[src/rtl/munoc_elog_pkg.sv]
// munoc_elog_pkg: region codes, register offsets, FSM states and queue entry width for the NoC self-register slave.
// Entries carry a 32-bit timestamp only when MUNOC_ELOG_TIMESTAMP_EN is defined.
package munoc_elog_pkg;
    typedef enum logic [1:0] {ST_IDLE, ST_ACCESS, ST_RESP} state_e;
    localparam logic [3:0] REGION_INFO = 4'h0;
    localparam logic [3:0] REGION_ELOG = 4'h1;
    localparam logic [11:0] INFO_NUM_MASTER = 12'h000;
    localparam logic [11:0] INFO_NUM_SLAVE = 12'h004;
    localparam logic [11:0] INFO_MASTER_ID = 12'h008;
    localparam logic [11:0] INFO_LOG_DEPTH = 12'h00C;
    localparam logic [11:0] ELOG_COUNT = 12'h000;
    localparam logic [11:0] ELOG_OVERFLOW = 12'h004;
    localparam logic [11:0] ELOG_HEAD_RW = 12'h008;
    localparam logic [11:0] ELOG_HEAD_ADDR = 12'h00C;
    localparam logic [11:0] ELOG_HEAD_MASTER = 12'h010;
    localparam logic [11:0] ELOG_HEAD_TS = 12'h014;
    localparam logic [11:0] ELOG_POP = 12'h018;
    localparam logic [11:0] ELOG_IRQ_EN = 12'h01C;
`ifdef MUNOC_ELOG_TIMESTAMP_EN
    localparam int TS_W = 32;
`else
    localparam int TS_W = 0;
`endif
    function automatic int entry_width(input int bw_addr, input int bw_master);
        return TS_W + 1 + bw_addr + bw_master;
    endfunction
endpackage

[src/rtl/munoc_elog_fifo.sv]
// munoc_elog_fifo: synchronous FIFO with count and drop flag; a pop in the same cycle frees room for a push.
module munoc_elog_fifo #(
    parameter int W = 8,
    parameter int DEPTH = 4
) (
    input  logic                     clk,
    input  logic                     rstnn,
    input  logic                     push_i,
    input  logic [W-1:0]             din_i,
    input  logic                     pop_i,
    output logic [W-1:0]             dout_o,
    output logic [$clog2(DEPTH):0]   count_o,
    output logic                     empty_o,
    output logic                     drop_o
);
    localparam int AW = $clog2(DEPTH);
    logic [W-1:0] mem_q [DEPTH];
    logic [AW-1:0] wr_ptr_q, rd_ptr_q;
    logic [AW:0] count_q;
    logic full, pop_en, push_en;
    assign empty_o = count_q == '0;
    assign full = count_q == (AW+1)'(DEPTH);
    assign pop_en = pop_i && !empty_o;
    assign push_en = push_i && (!full || pop_en);
    assign drop_o = push_i && !push_en;
    assign dout_o = mem_q[rd_ptr_q];
    assign count_o = count_q;
    always_ff @(posedge clk or negedge rstnn) begin
        if (!rstnn) begin
            wr_ptr_q <= '0;
            rd_ptr_q <= '0;
            count_q <= '0;
        end else begin
            if (push_en) wr_ptr_q <= wr_ptr_q + 1'b1;
            if (pop_en) rd_ptr_q <= rd_ptr_q + 1'b1;
            count_q <= count_q + (AW+1)'(push_en) - (AW+1)'(pop_en);
        end
    end
    always_ff @(posedge clk) begin
        if (push_en) mem_q[wr_ptr_q] <= din_i;
    end
endmodule

[src/rtl/munoc_elog_queue_slave.sv]
// munoc_elog_queue_slave: NoC self-register slave (INFO/ELOG regions) logging unmapped accesses and external errors.
// Define MUNOC_ELOG_TIMESTAMP_EN to stamp each log entry with a free-running cycle counter.
module munoc_elog_queue_slave import munoc_elog_pkg::*; #(
    parameter int BW_ADDR = 32,
    parameter int BW_DATA = 32,
    parameter int BW_MASTER_ID = 4,
    parameter int LOG_DEPTH = 4,
    parameter int BW_OVF = 8,
    parameter int NUM_MASTER = 4,
    parameter int NUM_SLAVE = 4,
    parameter logic [BW_ADDR-1:0] BASEADDR = 32'hF000_0000
) (
    input  logic                    clk,
    input  logic                    rstnn,
    input  logic                    req_valid,
    output logic                    req_ready,
    input  logic                    req_write,
    input  logic [BW_ADDR-1:0]      req_addr,
    input  logic [BW_DATA-1:0]      req_wdata,
    input  logic [BW_MASTER_ID-1:0] req_master_id,
    output logic                    resp_valid,
    input  logic                    resp_ready,
    output logic [BW_DATA-1:0]      resp_rdata,
    output logic                    resp_error,
    input  logic                    ext_log_valid,
    output logic                    ext_log_ready,
    input  logic                    ext_log_write,
    input  logic [BW_ADDR-1:0]      ext_log_addr,
    input  logic [BW_MASTER_ID-1:0] ext_log_master,
    output logic                    irq
);
    localparam int EW = entry_width(BW_ADDR, BW_MASTER_ID);
    localparam int CW = $clog2(LOG_DEPTH) + 1;
    state_e state_q;
    logic write_q, wbit_q, error_q, irq_en_q, irq_q;
    logic [BW_ADDR-1:0] addr_q;
    logic [BW_MASTER_ID-1:0] master_q;
    logic [BW_DATA-1:0] rdata_q, rd_val;
    logic [BW_OVF-1:0] ovf_q, ovf_d;
    logic [3:0] region;
    logic [11:0] offset;
    logic mapped, in_access, local_push, ext_push, elog_wr, pop, ovf_clr, empty, drop;
    logic [EW-1:0] fifo_din, fifo_dout, head;
    logic [CW-1:0] count;
    logic unused_ok;
    assign unused_ok = ^req_wdata[BW_DATA-1:1];
    assign region = addr_q[15:12];
    assign offset = {addr_q[11:2], 2'b00};
    assign mapped = addr_q[BW_ADDR-1-:8] == BASEADDR[BW_ADDR-1-:8] &&
                    (region == REGION_INFO || region == REGION_ELOG);
    assign in_access = state_q == ST_ACCESS;
    assign local_push = in_access && !mapped;
    assign ext_log_ready = !local_push;
    assign ext_push = ext_log_valid && ext_log_ready;
    assign elog_wr = in_access && mapped && write_q && region == REGION_ELOG;
    assign pop = elog_wr && offset == ELOG_POP;
    assign ovf_clr = elog_wr && offset == ELOG_OVERFLOW;
`ifdef MUNOC_ELOG_TIMESTAMP_EN
    logic [31:0] ts_q;
    always_ff @(posedge clk or negedge rstnn) begin
        if (!rstnn) ts_q <= '0;
        else ts_q <= ts_q + 1'b1;
    end
    assign fifo_din = local_push ? {ts_q, write_q, addr_q, master_q}
                                 : {ts_q, ext_log_write, ext_log_addr, ext_log_master};
`else
    assign fifo_din = local_push ? {write_q, addr_q, master_q}
                                 : {ext_log_write, ext_log_addr, ext_log_master};
`endif
    munoc_elog_fifo #(.W(EW), .DEPTH(LOG_DEPTH)) u_fifo (
        .clk(clk), .rstnn(rstnn), .push_i(local_push || ext_push), .din_i(fifo_din),
        .pop_i(pop), .dout_o(fifo_dout), .count_o(count), .empty_o(empty), .drop_o(drop)
    );
    assign head = empty ? '0 : fifo_dout;
    always_comb begin
        rd_val = '0;
        if (region == REGION_INFO)
            case (offset)
                INFO_NUM_MASTER: rd_val = BW_DATA'(NUM_MASTER);
                INFO_NUM_SLAVE: rd_val = BW_DATA'(NUM_SLAVE);
                INFO_MASTER_ID: rd_val = BW_DATA'(master_q);
                INFO_LOG_DEPTH: rd_val = BW_DATA'(LOG_DEPTH);
                default: ;
            endcase
        else
            case (offset)
                ELOG_COUNT: rd_val = BW_DATA'(count);
                ELOG_OVERFLOW: rd_val = BW_DATA'(ovf_q);
                ELOG_HEAD_RW: rd_val = BW_DATA'(head[BW_MASTER_ID+BW_ADDR]);
                ELOG_HEAD_ADDR: rd_val = BW_DATA'(head[BW_MASTER_ID+:BW_ADDR]);
                ELOG_HEAD_MASTER: rd_val = BW_DATA'(head[BW_MASTER_ID-1:0]);
`ifdef MUNOC_ELOG_TIMESTAMP_EN
                ELOG_HEAD_TS: rd_val = BW_DATA'(head[EW-1-:32]);
`endif
                ELOG_IRQ_EN: rd_val = BW_DATA'(irq_en_q);
                default: ;
            endcase
    end
    // A clear and a dropped external record in the same cycle leave OVERFLOW at 1.
    always_comb begin
        ovf_d = ovf_clr ? '0 : ovf_q;
        ovf_d = (drop && ovf_d != '1) ? ovf_d + 1'b1 : ovf_d;
    end
    always_ff @(posedge clk or negedge rstnn) begin
        if (!rstnn) begin
            state_q <= ST_IDLE;
            write_q <= 1'b0;
            wbit_q <= 1'b0;
            addr_q <= '0;
            master_q <= '0;
            rdata_q <= '0;
            error_q <= 1'b0;
            irq_en_q <= 1'b0;
            irq_q <= 1'b0;
            ovf_q <= '0;
        end else begin
            ovf_q <= ovf_d;
            irq_q <= irq_en_q && count != '0;
            case (state_q)
                ST_IDLE: if (req_valid) begin
                    state_q <= ST_ACCESS;
                    write_q <= req_write;
                    wbit_q <= req_wdata[0];
                    addr_q <= req_addr;
                    master_q <= req_master_id;
                end
                ST_ACCESS: begin
                    state_q <= ST_RESP;
                    rdata_q <= (mapped && !write_q) ? rd_val : '0;
                    error_q <= !mapped;
                    if (elog_wr && offset == ELOG_IRQ_EN) irq_en_q <= wbit_q;
                end
                ST_RESP: if (resp_ready) state_q <= ST_IDLE;
                default: state_q <= ST_IDLE;
            endcase
        end
    end
    assign req_ready = state_q == ST_IDLE;
    assign resp_valid = state_q == ST_RESP;
    assign resp_rdata = rdata_q;
    assign resp_error = error_q;
    assign irq = irq_q;
endmodule

[config.mk]
export PLATFORM = sky130hd
export DESIGN_NAME = munoc_elog_queue_slave
export DESIGN_NICKNAME = d
export VERILOG_FILES = /design/src/rtl/munoc_elog_pkg.sv /design/src/rtl/munoc_elog_fifo.sv /design/src/rtl/munoc_elog_queue_slave.sv
export SDC_FILE = /design/constraint.sdc
export NUM_CORES = 1
export LEC_CHECK = 0
export BUFFER_PORTS_ARGS = -buffer_cell sky130_fd_sc_hd__buf_2
export CAP_MARGIN = 20
export CORE_MARGIN = 2
export CORE_UTILIZATION = 50
export DETAILED_ROUTE_END_ITERATION = 10
export PLACE_DENSITY_LB_ADDON = 0.15
export SLEW_MARGIN = 20
export SYNTH_ARGS = -nofsm -noshare
export SYNTH_HDL_FRONTEND = slang
export SYNTH_SLANG_ARGS = --single-unit
[constraint.sdc]
create_clock -name clk -period 6.7 [get_ports clk]
set_input_delay 2.01 -clock clk [delete_from_list [all_inputs] [get_ports clk]]
set_output_delay 2.01 -clock clk [all_outputs]
set_load 0.01 [all_outputs]
# Yosys cells after proc, flatten, opt, wreduce, memory -nomap -nowiden

Memory sizes are Yosys's and may differ from the RTL's.
Cells that the tools add are included.

$lt $le $gt $ge: 0
Add/sub/neg operators: 5
Shift-type cells: 0
Divide/modulo/power cells: 0
Equal/unequal tests: 14
Muxes and demuxes: 13
$mul: 0
Bitwise operators: 0
Reductions and logical operators: 33

Operators by type and width:

| operator              | number |
|---|---|
| $pmux W32 S6          | 1 |
| $mux W37              | 2 |
| $mux W32              | 2 |
| $eq A10 B3 Y1 const B | 3 |
| $eq A10 B2 Y1 const B | 2 |
| $mux W8               | 2 |
| $logic_and A1 B1 Y1   | 15 |
| $logic_not A12 Y1     | 1 |
| $eq A10 B1 Y1 const B | 1 |
| $add A8 B1 Y8 const B | 1 |
| $eq A8 B8 Y1 const B  | 1 |
| $ne A8 B8 Y1 const B  | 1 |
| $pmux W4 S2           | 1 |
| $logic_not A1 Y1      | 6 |
| $pmux W2 S3           | 1 |
| $reduce_and A2 Y1     | 3 |
| $add A2 B1 Y2 const B | 2 |
| $eq A4 B1 Y1 const B  | 1 |
| $logic_not A4 Y1      | 1 |
| $mux W2               | 2 |
| $add A3 B1 Y3         | 1 |
| $eq A3 B3 Y1 const B  | 1 |
| $logic_not A3 Y1      | 1 |
| $logic_or A1 B1 Y1    | 3 |
| other kinds (9)       | 10 |

Memories kept: 1
Flip-flop bits (word level): 90
Input bits: 111
Memory bits (writable): 148
Latch bits: 0
Bits in read-only memories: 0

Memories:

| name         | depth | width | rd ports | clocked after memory_dff | wr ports | line                  | RTL |
|---|---|---|---|---|---|---|---|
| u_fifo.mem_q | 4     | 37    | 1        | 0                        | 1        | munoc_elog_fifo.sv:17 | `logic [W-1:0] mem_q [DEPTH];` |

# Longest topological paths before layout

Gate-level depths: netlist (run 1).

Word-level depth: 14
Gate-level depth with buffers: 12

# By module

Synthesis (run 1) repeated with hierarchy kept, for this count alone.

Cell total of the unflattened synthesis: 558
Area, all modules: 9,836.9 µm²

By module, submodules not included:

| module                 | seq. area each (µm²) | times used | area each (µm²) | cells each |
|---|---|---|---|---|
| munoc_elog_fifo        | 4,619.4              | 1          | 5,756.8         | 229 |
| munoc_elog_queue_slave | 2,077.0              | 1          | 4,080.2         | 329 |

# Least setup slack after synthesis (run 1)

Ideal clock, no wire load.

Path type: input port to flip-flop
Start point: input port ext_log_valid
End point: memory u_fifo.mem_q[0][0] (netlist bit), enable pin
Buffers on the path: 1
Arrival: 3.314 ns
Library setup time: 0.398 ns
Slack: 2.988 ns
Stages on the path: 3
Cells stage by stage: nand2b_1 clkbuf_1 and3_1

Word-level cells in the longest chain between the ends: 5

Ends and longest elaborated chain:

| what                          | line                         | RTL |
|---|---|---|
| from (decl)                   | munoc_elog_queue_slave.sv:25 | `input logic ext_log_valid,` |
| $logic_and A1 B1 Y1           | munoc_elog_queue_slave.sv:54 | `assign ext_push = ext_log_valid && ext_log_ready;` |
| $logic_or A1 B1 Y1            | munoc_elog_queue_slave.sv:71 | `.clk(clk), .rstnn(rstnn), .push_i(local_push \|\| ext_push), .din_i(fifo_din),` |
| $logic_and A1 B1 Y1           | munoc_elog_fifo.sv:24        | `assign push_en = push_i && (!full \|\| pop_en);` |
| $mux W1                       | munoc_elog_fifo.sv:40        | `if (push_en) mem_q[wr_ptr_q] <= din_i;` |
| $mux W1 (not written as such) | munoc_elog_fifo.sv:40        |  |
| to (decl)                     | munoc_elog_fifo.sv:17        |  |

Every way passes these cells.

# Worst setup path in the final report (run 1)

Start point: register state_q[1]
End point: output port ext_log_ready

Word-level cells in the longest chain between the ends: 3

Ends and longest elaborated chain:

| what                   | line                          | RTL |
|---|---|---|
| from (decl)            | munoc_elog_queue_slave.sv:34  | `state_e state_q;` |
| from (signal assigned) | munoc_elog_queue_slave.sv:106 | `state_q <= ST_IDLE;` |
| from (signal assigned) | munoc_elog_queue_slave.sv:121 | `state_q <= ST_ACCESS;` |
| from (signal assigned) | munoc_elog_queue_slave.sv:128 | `state_q <= ST_RESP;` |
| $eq A2 B1 Y1           | munoc_elog_queue_slave.sv:51  | `assign in_access = state_q == ST_ACCESS;` |
| $logic_and A1 B1 Y1    | munoc_elog_queue_slave.sv:52  | `assign local_push = in_access && !mapped;` |
| $logic_not A1 Y1       | munoc_elog_queue_slave.sv:53  | `assign ext_log_ready = !local_push;` |
| to (decl)              | munoc_elog_queue_slave.sv:26  | `output logic ext_log_ready,` |

Every way passes these cells.

==> qor.csv, run 1 <==
stage,metric,value,unit
status,status,finished clean,
floorplan,die_w,145.0,um
final_layout,area_growth,15.70,%
floorplan,num_rows,51,
sta,period_minus_slack,4.186,ns
critical_path,end_kind,output pin,
sta,fin_ws,2.514,ns
sta,fin_crit_sh,0.6248,
final_layout,final_core_util,0.5907,
critical_path,arrival,2.18,ns
power,p_clk_frac,0.269,
placement,port_buffers,116,
yosys,synth_edf_count,148,
global_routing,gr-total-overflow,0,
final_layout,final_common_cell,edfxtp_1,
clock_tree,clockRootBuffer,clkbuf_16,
clock_tree,cts_tree,built,
global_routing,grt_pass1_wl,35180,um
critical_path,critPathBufInv,2,
power,power_frac_comb,0.228,
sta,skew,0.01065,ns
placement,dp_hpwl,13490,um
power,vdd_drop_max,0.2480,mV
floorplan,coreArea,19460,um2
yosys,synth_warnings,0,
clock_tree,cts_setup_buffers,0,
yosys,netlist_top_cells_area,"edfxtp_1 (45%), dfrtp_1 (23%), mux4_2 (8.4%)",
yosys,synthCells,638,
placement,dpl_worst_slack,2.772,ns
yosys,avgSynthCellArea,15.57,um2
yosys,ys_async_sr_fraction,0.3782,
placement,gp_congestion,0.8467,
yosys,synth_seq_area_share,0.6740,
final_layout,final_cell_mix,"edfxtp_1 (148), buf_2 (115), nand2_1 (108)",
yosys,syn_nets,757,
final_layout,final_layout_size_suffix_gt1_frac,0.3247,
floorplan,pin_count,148,
critical_path,crit_fanout,35,
yosys,syn-cell-area,9936,um2
clock_tree,cts.path.max_buffers,3,
floorplan,die_h,145.0,um
drt,ant_nets,0,
clock_tree,clock_sinks,238,
sta,finalHoldViolations,0,
drt,remaining_drc_errors,0,
sta,max-slew-margin-rel,0.2625,
drt,drt-total-wl,22090,um
final_layout,nets,873,
clock_tree,cts_buffers,25,
min_path,hold_path.class,register to register,
drt,viasPerCell,5.671,
sta,tightestPinTransition,1.106,ns
clock_tree,path_clk_slew,0.06,ns
critical_path,slowest_stage,nand2b_2,
global_routing,grt_pass1_vias,6262,
global_routing,antenna_found_initial,0,
drt,routedWlPerCell,21.28,um
floorplan,die_area,21010,um2
power,p_switching,1422,uW
sta,setup-tns-final,0,ns
final_layout,fill_cells,1553,
global_routing,grt_start_max_net_pins,48,
sta,setup_violations,0,
drt,drtIter0Drc,363,
power,pwr-share-seq,0.504,
clock_tree,cts_resized,0,
sta,fin_hold_ws,0.4993,ns
critical_path,max_stage_delay,0.65,ns
yosys,synth_top_area_cell,edfxtp_1,
sta,fmax,0.2389,GHz
yosys,yosys_register_bits,238,
clock_tree,htreeDepth,1,
final_layout,num_antenna_cells,0,
drt,vias,5887,
global_routing,grt.total_usage,0.2149,
yosys,synth_cell_type_count,61,
power,p_leak,0.004606,uW
floorplan,initial_core_util,0.5105,
yosys,synth_ff_type,edfxtp_1,
drt,drt_pass1_iterations,6,
critical_path,cp_data_required_time,4.69,ns
power,power.share.switching,0.3083,
clock_tree,ctsHoldBuffers,0,
yosys,synth_top_area_frac,0.4473,
sta,rsz0062_at_grt,no,
critical_path,critPathTopFamily,simple AND/OR/NAND/NOR gates,
critical_path,path_class,register to output pin,
critical_path,crit_chain,"nand2b_2, a31oi_4, inv_2, buf_2",
power,p_int,3191,uW
power,p_per_area,401.3,nW/um2
flow_run,maxCapViolCount,0,
critical_path,worst_setup_path_start_kind,register,
clock_tree,insertion_delay,0.52,ns
sta,slew_viol_final,0,
sequential cells by signal (all words and copies together), names as in the netlist, 3 cells and up:
register	flops
resp_rdata	32
u_fifo.mem_q	148
addr_q	32
u_fifo.count_o	3
master_q	4
ovf_q	8
through the flow:
step / power (uW) / cell area (um2) / instances
after CTS: 4656 / 11470 / 1037
after floorplan: 3009 / 9936 / 638
after global placement: 3342 / 10750 / 991
after global routing: 4871 / 11500 / 1038
after detailed placement: 3416 / 10750 / 991
final: 4613 / 11500 / 1038
final timing paths:
check | endpoint | from | depth (start not counted) | slack, ns
max in group asynchronous | resp_rdata[27] | rstnn | 2 | 4.10
worst max register to register | ovf_q[7] | addr_q[4] | 11 | 2.63
worst min register to register | resp_rdata[27] | resp_rdata[27] | 1 | 0.50
min in group asynchronous | addr_q[9] | rstnn | 1 | 1.51
worst max-delay path | ext_log_ready | state_q[1] | 4 | 2.51
worst min-delay path | resp_rdata[27] | resp_rdata[27] | 1 | 0.50
logic make-up after synthesis:
group                    share of synthesized area
buffers and inverters                      0.02229
XOR/XNOR                                  0.005289
AND/OR/NAND/NOR                            0.09218
multiplexers                                0.1366
adder cells (fa/ha/maj)                    0.01083
flip-flops                                  0.6740
AO/OA/AOI/OAI                              0.05881
routing by layer:
layer | vias to the layer above | global-route usage | share of wire
met2 | 163 | 0.3762 | 0.51
met1 | 3009 | 0.2838 | 0.43
li1 | 2689 | - | -
met5 | - | 0 | 0
met3 | 26 | 0.03679 | 0.047
met4 | 0 | 0.04802 | 0.017
power groups by stage:
stage               Clock (uW)  Combinational (uW)  Sequential [uW]
finish                    1240                1050             2320
global route              1330                1170             2370
CTS                       1260                1070             2330
detailed placement           0                1060             2350
global placement             0                1020             2320
floorplan                    0                 761             2250
cell type report:
| cell class | count | area, um2 | share of cell area |
|---|---|---|---|
| timing repair buffer | 122 | 640.6 | 0.05572 |
| sequential | 238 | 6699 | 0.5827 |
| multi-input combinational | 352 | 3043 | 0.2647 |
| clock buffer | 41 | 695.7 | 0.06051 |
| clock inverter | 5 | 30.03 | 0.002612 |
| tap | 265 | 331.6 | 0.02884 |
| inverter | 15 | 56.30 | 0.004898 |
cell usage after synthesis (2+ instances only):
master	instances
mux2_1	3
and2_1	3
or3b_2	2
a32o_1	8
a211oi_1	2
buf_2	3
nor2_1	12
nand4_1	2
nand2_1	108
a32oi_1	2
xnor2_1	4
o22ai_1	2
nor4b_1	2
nand2b_1	5
buf_8	2
or4_4	3
and3_1	12
mux2i_1	4
nor4_1	4
nor4_4	2
a221o_1	4
nand3_1	5
xor2_1	2
a21oi_1	3
ha_1	7
edfxtp_1	148
inv_1	14
o31ai_1	3
or3_1	3
nor3_1	5
o21ai_0	9
buf_6	2
nor2b_1	4
a31oi_1	4
mux4_2	37
buf_1	5
clkbuf_1	21
a211o_1	2
mux2_2	40
a22o_1	25
dfrtp_1	90
Power figures use the tool's default switching activity.
==> inputs of run 2 (changes only) <==
clock period = 3.7 ns   (was 6.7 ns; I/O delays follow)
==> run 2 against run 1 <==
Effect of this change:
- power rose by 94%
- first-iteration DRC count rose by 1.1%
- die area did not move
- combinational power rose by 94%
- largest cell class unchanged
- global-route usage fell by 0.076 points
- highest routed layer unchanged
- hold slack got worse by 0.016 ns
==> qor.csv, run 2 (synthesis gave the netlist of run 1 again) <==
stage,metric,value,unit,change
floorplan,num_rows,51,,unchanged
drt,drtIter0Drc,367,,was 363
clock_tree,path_clk_slew,0.06,ns,about the same
global_routing,antenna_found_initial,0,,unchanged
drt,remaining_drc_errors,0,,unchanged
final_layout,final_cell_mix,"edfxtp_1 (148), buf_2 (115), nand2_1 (108)",,unchanged
critical_path,critPathTopFamily,simple AND/OR/NAND/NOR gates,,unchanged
power,p_per_area,757.9,nW/um2,was 401.3 nW/um2
floorplan,pin_count,148,,unchanged
placement,gp_congestion,0.8469,,was 0.8467
placement,port_buffers,116,,unchanged
global_routing,gr-total-overflow,0,,unchanged
drt,vias,5953,,was 5887
sta,fin_crit_sh,0.9138,,
status,status,finished clean,,unchanged
critical_path,crit_chain,"or3_1, nor4_4, nand2_1, nand2_1, inv_1, ha_1, and3_1, a311oi_1, nand4bb_1, or3_1, a21oi_1",,"was nand2b_2, a31oi_4, inv_2, buf_2"
sta,fmax,0.2958,GHz,
critical_path,path_class,register to register,,was register to output pin
floorplan,die_area,21010,um2,unchanged
clock_tree,cts_tree,built,,unchanged
min_path,hold_path.class,register to register,,unchanged
critical_path,worst_setup_path_start_kind,register,,unchanged
drt,viasPerCell,5.675,,was 5.671
final_layout,nets,884,,was 873
sta,period_minus_slack,3.381,ns,
drt,drt_pass1_iterations,5,,was 6
placement,dp_hpwl,13770,um,was 13490 um
placement,place_area,10830,um2,was 10750 um2
sta,setup-tns-final,0,ns,unchanged
global_routing,grt_pass1_wl,35120,um,was 35180 um
final_layout,final_layout_size_suffix_gt1_frac,0.3495,,was 0.3247
global_routing,grt_pass1_vias,6315,,was 6262
sta,setup_violations,0,,unchanged
clock_tree,cts_resized,0,,unchanged
drt,drt-total-wl,22140,um,was 22090 um
critical_path,max_stage_delay,0.55,ns,was 0.65 ns
sta,finalHoldViolations,0,,unchanged
clock_tree,insertion_delay,0.51,ns,was 0.52 ns
clock_tree,cts_setup_buffers,0,,unchanged
clock_tree,clock_sinks,238,,unchanged
flow_run,maxCapViolCount,0,,unchanged
floorplan,die_w,145.0,um,unchanged
final_layout,final_common_cell,edfxtp_1,,unchanged
global_routing,grt.total_usage,0.2142,,was 0.2149
final_layout,area_growth,18.61,%,was 15.70%
critical_path,critPathBufInv,1,,was 2
floorplan,initial_core_util,0.5105,,unchanged
final_layout,final_core_util,0.6055,,was 0.5907
final_layout,num_antenna_cells,0,,unchanged
floorplan,coreArea,19460,um2,unchanged
final_layout,final_area,11790,um2,was 11500 um2
final_layout,largest_reg_flops,148,,unchanged
sta,skew,0.01031,ns,was 0.01065 ns
power,p_leak,0.004771,uW,was 0.004606 uW
sta,max-slew-margin-rel,0.2617,,was 0.2625
critical_path,arrival,3.82,ns,was 2.18 ns
final_layout,regMostFlops,u_fifo.mem_q,,unchanged
sta,tightestPinTransition,1.107,ns,was 1.106 ns
clock_tree,htreeDepth,1,,unchanged
global_routing,grt_start_max_net_pins,77,,was 48
critical_path,end_kind,register,,was output pin
power,vdd_drop_max,0.4172,mV,was 0.2480 mV
sta,slew_viol_final,0,,unchanged
critical_path,slowest_stage,or3_1,,was nand2b_2
clock_tree,cts_buffers,25,,unchanged
floorplan,die_h,145.0,um,unchanged
clock_tree,ctsHoldBuffers,0,,unchanged
clock_tree,cts.path.max_buffers,3,,unchanged
critical_path,cp_data_required_time,4.14,ns,was 4.69 ns
sta,rsz0062_at_grt,no,,unchanged
clock_tree,clockRootBuffer,clkbuf_16,,unchanged
drt,ant_nets,0,,unchanged
critical_path,crit_fanout,9,,was 35
drt,routedWlPerCell,21.10,um,was 21.28 um
-- run 2: layout make-up --
type,instances,area [um2]
Clock inverter,14,227.7
Fill cell,1530,7677
Clock buffer,32,701.9
Sequential cell,238,6699
Multi-Input combinational cell,352,3042
Inverter,15,56.30
Tap cell,265,331.6
Timing Repair Buffer,133,726.9
-- run 2: power breakdown --
part           internal (uW)  leakage, uW  switching [uW]
clock network           1760     0.000455             998
registers               3800      0.00250             344
logic                    744      0.00182            1290
total                   6300      0.00477            2630
-- run 2: metrics by stage --
step                      hold slack (ns)  power, uW  instances  worst slack, ns
after floorplan                    0.4602       5449        638           0.5013
after global routing               0.4902       9382       1049           0.1081
after CTS                          0.4824       8998       1048           0.3237
after detailed placement           0.4669       6230       1002           0.3433
after global placement             0.4595       6104       1002           0.3697
final                              0.4832       8932       1049           0.3188
-- run 2: worst paths after layout --
check	start	end	slack (ns)	cells past startpoint
setup / recovery	addr_q[13]	ovf_q[7]	0.32	11
hold / removal	resp_error	resp_error	0.48	2
setup reg to reg	addr_q[13]	ovf_q[7]	0.32	11
hold reg to reg	resp_error	resp_error	0.48	2
max in group asynchronous	rstnn	irq	2.34	2
min in group asynchronous	rstnn	addr_q[9]	0.63	1
-- run 2: worst min-delay path, cell delays in order (launching register included) --
cell,delay (ns)
dfrtp_1,0.34
nand2_1,0.05
nand2_1,0.06
-- run 2: per-layer routing --
layer  part of all wire  global-route usage  up-vias  routed length, um
li1                   -                   -     2692                  -
met1               0.42              0.2851     3036               9344
met2               0.51              0.3702      184              11180
met3              0.050             0.03145       41               1096
met4              0.023             0.06089        0                514
met5                  0                   0        -                  0
==> inputs of run 3 (changes only) <==
ABC_AREA = 1   (was unset)
CAP_MARGIN = 25   (was 20)
CORE_UTILIZATION = 52   (was 50)
==> run 3 against run 2 <==
Effect of this change:
- combinational power about the same
- via count up 21%
- fmax up 20%
- first-iteration DRC count up 57%
- cell area up 0.47%
==> qor.csv, run 3 <==
stage,metric,value,unit,change
yosys,synth_top_area_frac,0.4354,,was 0.4473
min_path,hp-start,resp_rdata[19],,was resp_error
yosys,avgSynthCellArea,10.60,um2,was 15.57 um2
drt,ant_nets,0,,unchanged
power,p_leak,0.005160,uW,was 0.004771 uW
yosys,syn-cell-area,10210,um2,was 9936 um2
clock_tree,cts_tree,built,,unchanged
power,pwr-share-seq,0.486,,was 0.464
clock_tree,clockRootBuffer,clkbuf_16,,unchanged
yosys,synthCells,963,,was 638
clock_tree,clock_sinks,238,,unchanged
yosys,synth_compound_area_frac,0.1115,,was 0.05881
drt,drt_pass1_iterations,5,,unchanged
min_path,hold_path.class,register to register,,unchanged
final_layout,final_layout_size_suffix_gt1_frac,0.2062,,was 0.3495
global_routing,grt_pass1_vias,6726,,was 6315
critical_path,r2r-start,addr_q[14],,was addr_q[13]
sta,skew,0.01251,ns,was 0.01031 ns
sta,tightestPinTransition,0.9648,ns,was 1.107 ns
yosys,synth_fa_ha_area_frac,0.01054,,was 0.01083
sta,fin_hold_ws,0.4745,ns,was 0.4832 ns
yosys,synth_ff_type,edfxtp_1,,unchanged
yosys,synth_common_cells,"nand2_1 (312), edfxtp_1 (148), dfrtp_1 (90)",,"was edfxtp_1 (148), nand2_1 (108), dfrtp_1 (90)"
yosys,synth-simple-area-share,0.1738,,was 0.09218
placement,gp_congestion,0.8688,,was 0.8469
sta,rsz0062_at_grt,no,,unchanged
power,power.share.switching,0.3205,,was 0.2949
drt,drt-total-wl,22980,um,was 22140 um
power,vdd_drop_max,0.4393,mV,was 0.4172 mV
clock_tree,cts_setup_buffers,0,,unchanged
critical_path,r2r-end,u_fifo.count_o[2],,was ovf_q[7]
clock_tree,cts_resized,0,,unchanged
floorplan,die_h,144.1,um,was 145.0 um
yosys,synth_edf_count,148,,unchanged
final_layout,regMostFlops,u_fifo.mem_q,,unchanged
yosys,ys_async_sr_fraction,0.3782,,unchanged
final_layout,final_area,11840,um2,was 11790 um2
global_routing,grt.total_usage,0.2228,,was 0.2142
power,p_int,5722,uW,was 6298 uW
critical_path,worst_setup_path_start_kind,register,,unchanged
final_layout,nets,1197,,was 884
critical_path,r2r_setup_slack,1.08,ns,was 0.32 ns
yosys,netlist_top_cells_area,"edfxtp_1 (44%), dfrtp_1 (22%), nand2_1 (11%)",,"was edfxtp_1 (45%), dfrtp_1 (23%), mux4_2 (8.4%)"
drt,vias,7212,,was 5953
final_layout,fill_cells,1633,,was 1530
clock_tree,ctsHoldBuffers,0,,unchanged
critical_path,setup.worst_path.end,ext_log_ready,,was ovf_q[7]
power,p_clk_frac,0.274,,was 0.308
sta,setup_violations,0,,unchanged
yosys,synth_warnings,0,,unchanged
sta,slew_viol_final,0,,unchanged
power,power_frac_comb,0.241,,was 0.228
placement,port_buffers,116,,unchanged
yosys,synth_cell_type_count,39,,was 61
yosys,synth_xor_area_frac,0.005148,,was 0.005289
floorplan,initial_core_util,0.5279,,was 0.5105
sta,finalHoldViolations,0,,unchanged
clock_tree,cts.path.max_buffers,3,,unchanged
global_routing,grt_start_max_net_pins,76,,was 77
power,p_per_area,711.3,nW/um2,was 757.9 nW/um2
clock_tree,cts_buffers,25,,unchanged
final_layout,area_growth,16.00,%,was 18.61%
floorplan,coreArea,19330,um2,was 19460 um2
placement,dp_hpwl,14390,um,was 13770 um
critical_path,cp-startpoint,addr_q[14],,was addr_q[13]
sta,fin_crit_sh,0.7593,,was 0.9138
yosys,synth_top_family_by_area,simple AND/OR/NAND/NOR gates,,was multiplexers
floorplan,die_area,20770,um2,was 21010 um2
drt,drtIter0Drc,576,,was 367
sta,max-slew-margin-rel,0.3559,,was 0.2617
yosys,syn_nets,1082,,was 757
yosys,synthMuxAreaShare,0,,was 0.1366
yosys,synth_top_area_cell,edfxtp_1,,unchanged
yosys,synth_seq_area_share,0.6560,,was 0.6740
yosys,yosys_register_bits,238,,unchanged
placement,place_area,11090,um2,was 10830 um2
critical_path,worst_r2r_path_depth,14,,was 11
global_routing,gr-total-overflow,0,,unchanged
drt,routedWlPerCell,16.89,um,was 21.10 um
drt,viasPerCell,5.299,,was 5.675
floorplan,die_w,144.1,um,was 145.0 um
placement,dpl_worst_slack,0.9940,ns,was 0.3433 ns
power,p_switching,2699,uW,was 2635 uW
critical_path,end_kind,output pin,,was register
critical_path,path_class,register to output pin,,was register to register
global_routing,grt_pass1_wl,35440,um,was 35120 um
critical_path,arrival,1.70,ns,was 3.82 ns
sta,fmax,0.3560,GHz,was 0.2958 GHz
final_layout,final_cell_mix,"nand2_1 (312), edfxtp_1 (148), buf_2 (115)",,"was edfxtp_1 (148), buf_2 (115), nand2_1 (108)"
sta,setup-tns-final,0,ns,unchanged
critical_path,crit_fanout,4,,was 9
final_layout,final_common_cell,nand2_1,,was edfxtp_1
clock_tree,htreeDepth,1,,unchanged
sta,period_minus_slack,2.809,ns,was 3.381 ns
drt,remaining_drc_errors,0,,unchanged
global_routing,antenna_found_initial,0,,unchanged
floorplan,num_rows,51,,unchanged
sta,fin_ws,0.8906,ns,was 0.3188 ns
status,status,finished clean,,unchanged
critical_path,cp_data_required_time,2.59,ns,was 4.14 ns
clock_tree,insertion_delay,0.51,ns,about the same
floorplan,pin_count,148,,unchanged
yosys,yosysMostFrequentCell,nand2_1,,was edfxtp_1
clock_tree,path_clk_slew,0.06,ns,about the same
final_layout,largest_reg_flops,148,,unchanged
flow_run,maxCapViolCount,0,,unchanged
final_layout,num_antenna_cells,0,,unchanged
==> run 3: cell types whose count changed after synthesis, moves of 17 or more <==
cell | before | now
a22o_1 | 25 | 0
inv_1 | 14 | 50
o21ai_2 | 0 | 21
mux4_2 | 37 | 0
nand3_1 | 5 | 22
nor2_1 | 12 | 53
a21oi_1 | 3 | 28
o21ai_0 | 9 | 84
nand2_1 | 108 | 312
mux2_2 | 40 | 0
==> run 3: logic make-up (layout without fill, tap and decap cells) <==
logic type                 Yosys count  count (layout)
buffers and inverters              108             241
and+or+nand+nor                    424             424
xor gates and xnor gates             6               6
AOI/OAI and AO/OA                  179             179
adders and majority gates            8               8
DFF                                238             238
==> run 3: cell type report <==
type	instances	area [um2]	area share
clock buffer	39	698.2	0.05897
multi-input combinational	617	3103	0.2621
sequential	238	6698	0.5657
tap	265	331.6	0.02800
clock inverter	6	51.30	0.004333
timing repair buffer	132	715.7	0.06045
inverter	64	242.7	0.02050
==> run 3: how the worst min path moves through the flow <==
stage,endpoint,cells after the start,slack (ns)
after floorplan,addr_q[0],2,0.45
after global routing,resp_rdata[19],2,0.49
after global placement,resp_rdata[29],2,0.46
after CTS,resp_rdata[23],2,0.48
after detailed placement,resp_rdata[3],2,0.46
final,resp_rdata[19],2,0.47
==> run 3: power groups by stage <==
stage | sequential (uW) | combinational (uW) | clock (uW)
6_report | 4090 | 2030 | 2300
3_5_place_dp | 4140 | 2040 | 0
2_1_floorplan | 4080 | 1340 | 0
5_1_grt | 4160 | 2270 | 2450
3_3_place_gp | 4120 | 1990 | 0
4_1_cts | 4090 | 2050 | 2340
==> run 3: routing by layer <==
metal | track usage | up-vias | wire length, um
li1 | - | 3509 | -
met4 | 0.05882 | 0 | 454
met5 | 0 | - | 0
met1 | 0.3194 | 3467 | 10430
met2 | 0.3619 | 204 | 10760
met3 | 0.03079 | 32 | 1342
==> run 3: per-stage QoR <==
stage / std cells / total power (uW) / utilization
after detailed placement: 1316 / 6176 / 0.5736
after CTS: 1361 / 8478 / 0.6124
after global placement: 1316 / 6110 / 0.5736
final: 1361 / 8421 / 0.6124
after global routing: 1361 / 8889 / 0.6124
after floorplan: 963 / 5423 / -
==> run 3: worst max-delay path, cell delays in order (launching register included) <==
cell and delay (ns):
dfrtp_1 0.37, inv_2 0.06, nand2_1 0.16, nor2_2 0.20
nand3_4 0.14, nand2_4 0.10, buf_2 0.15
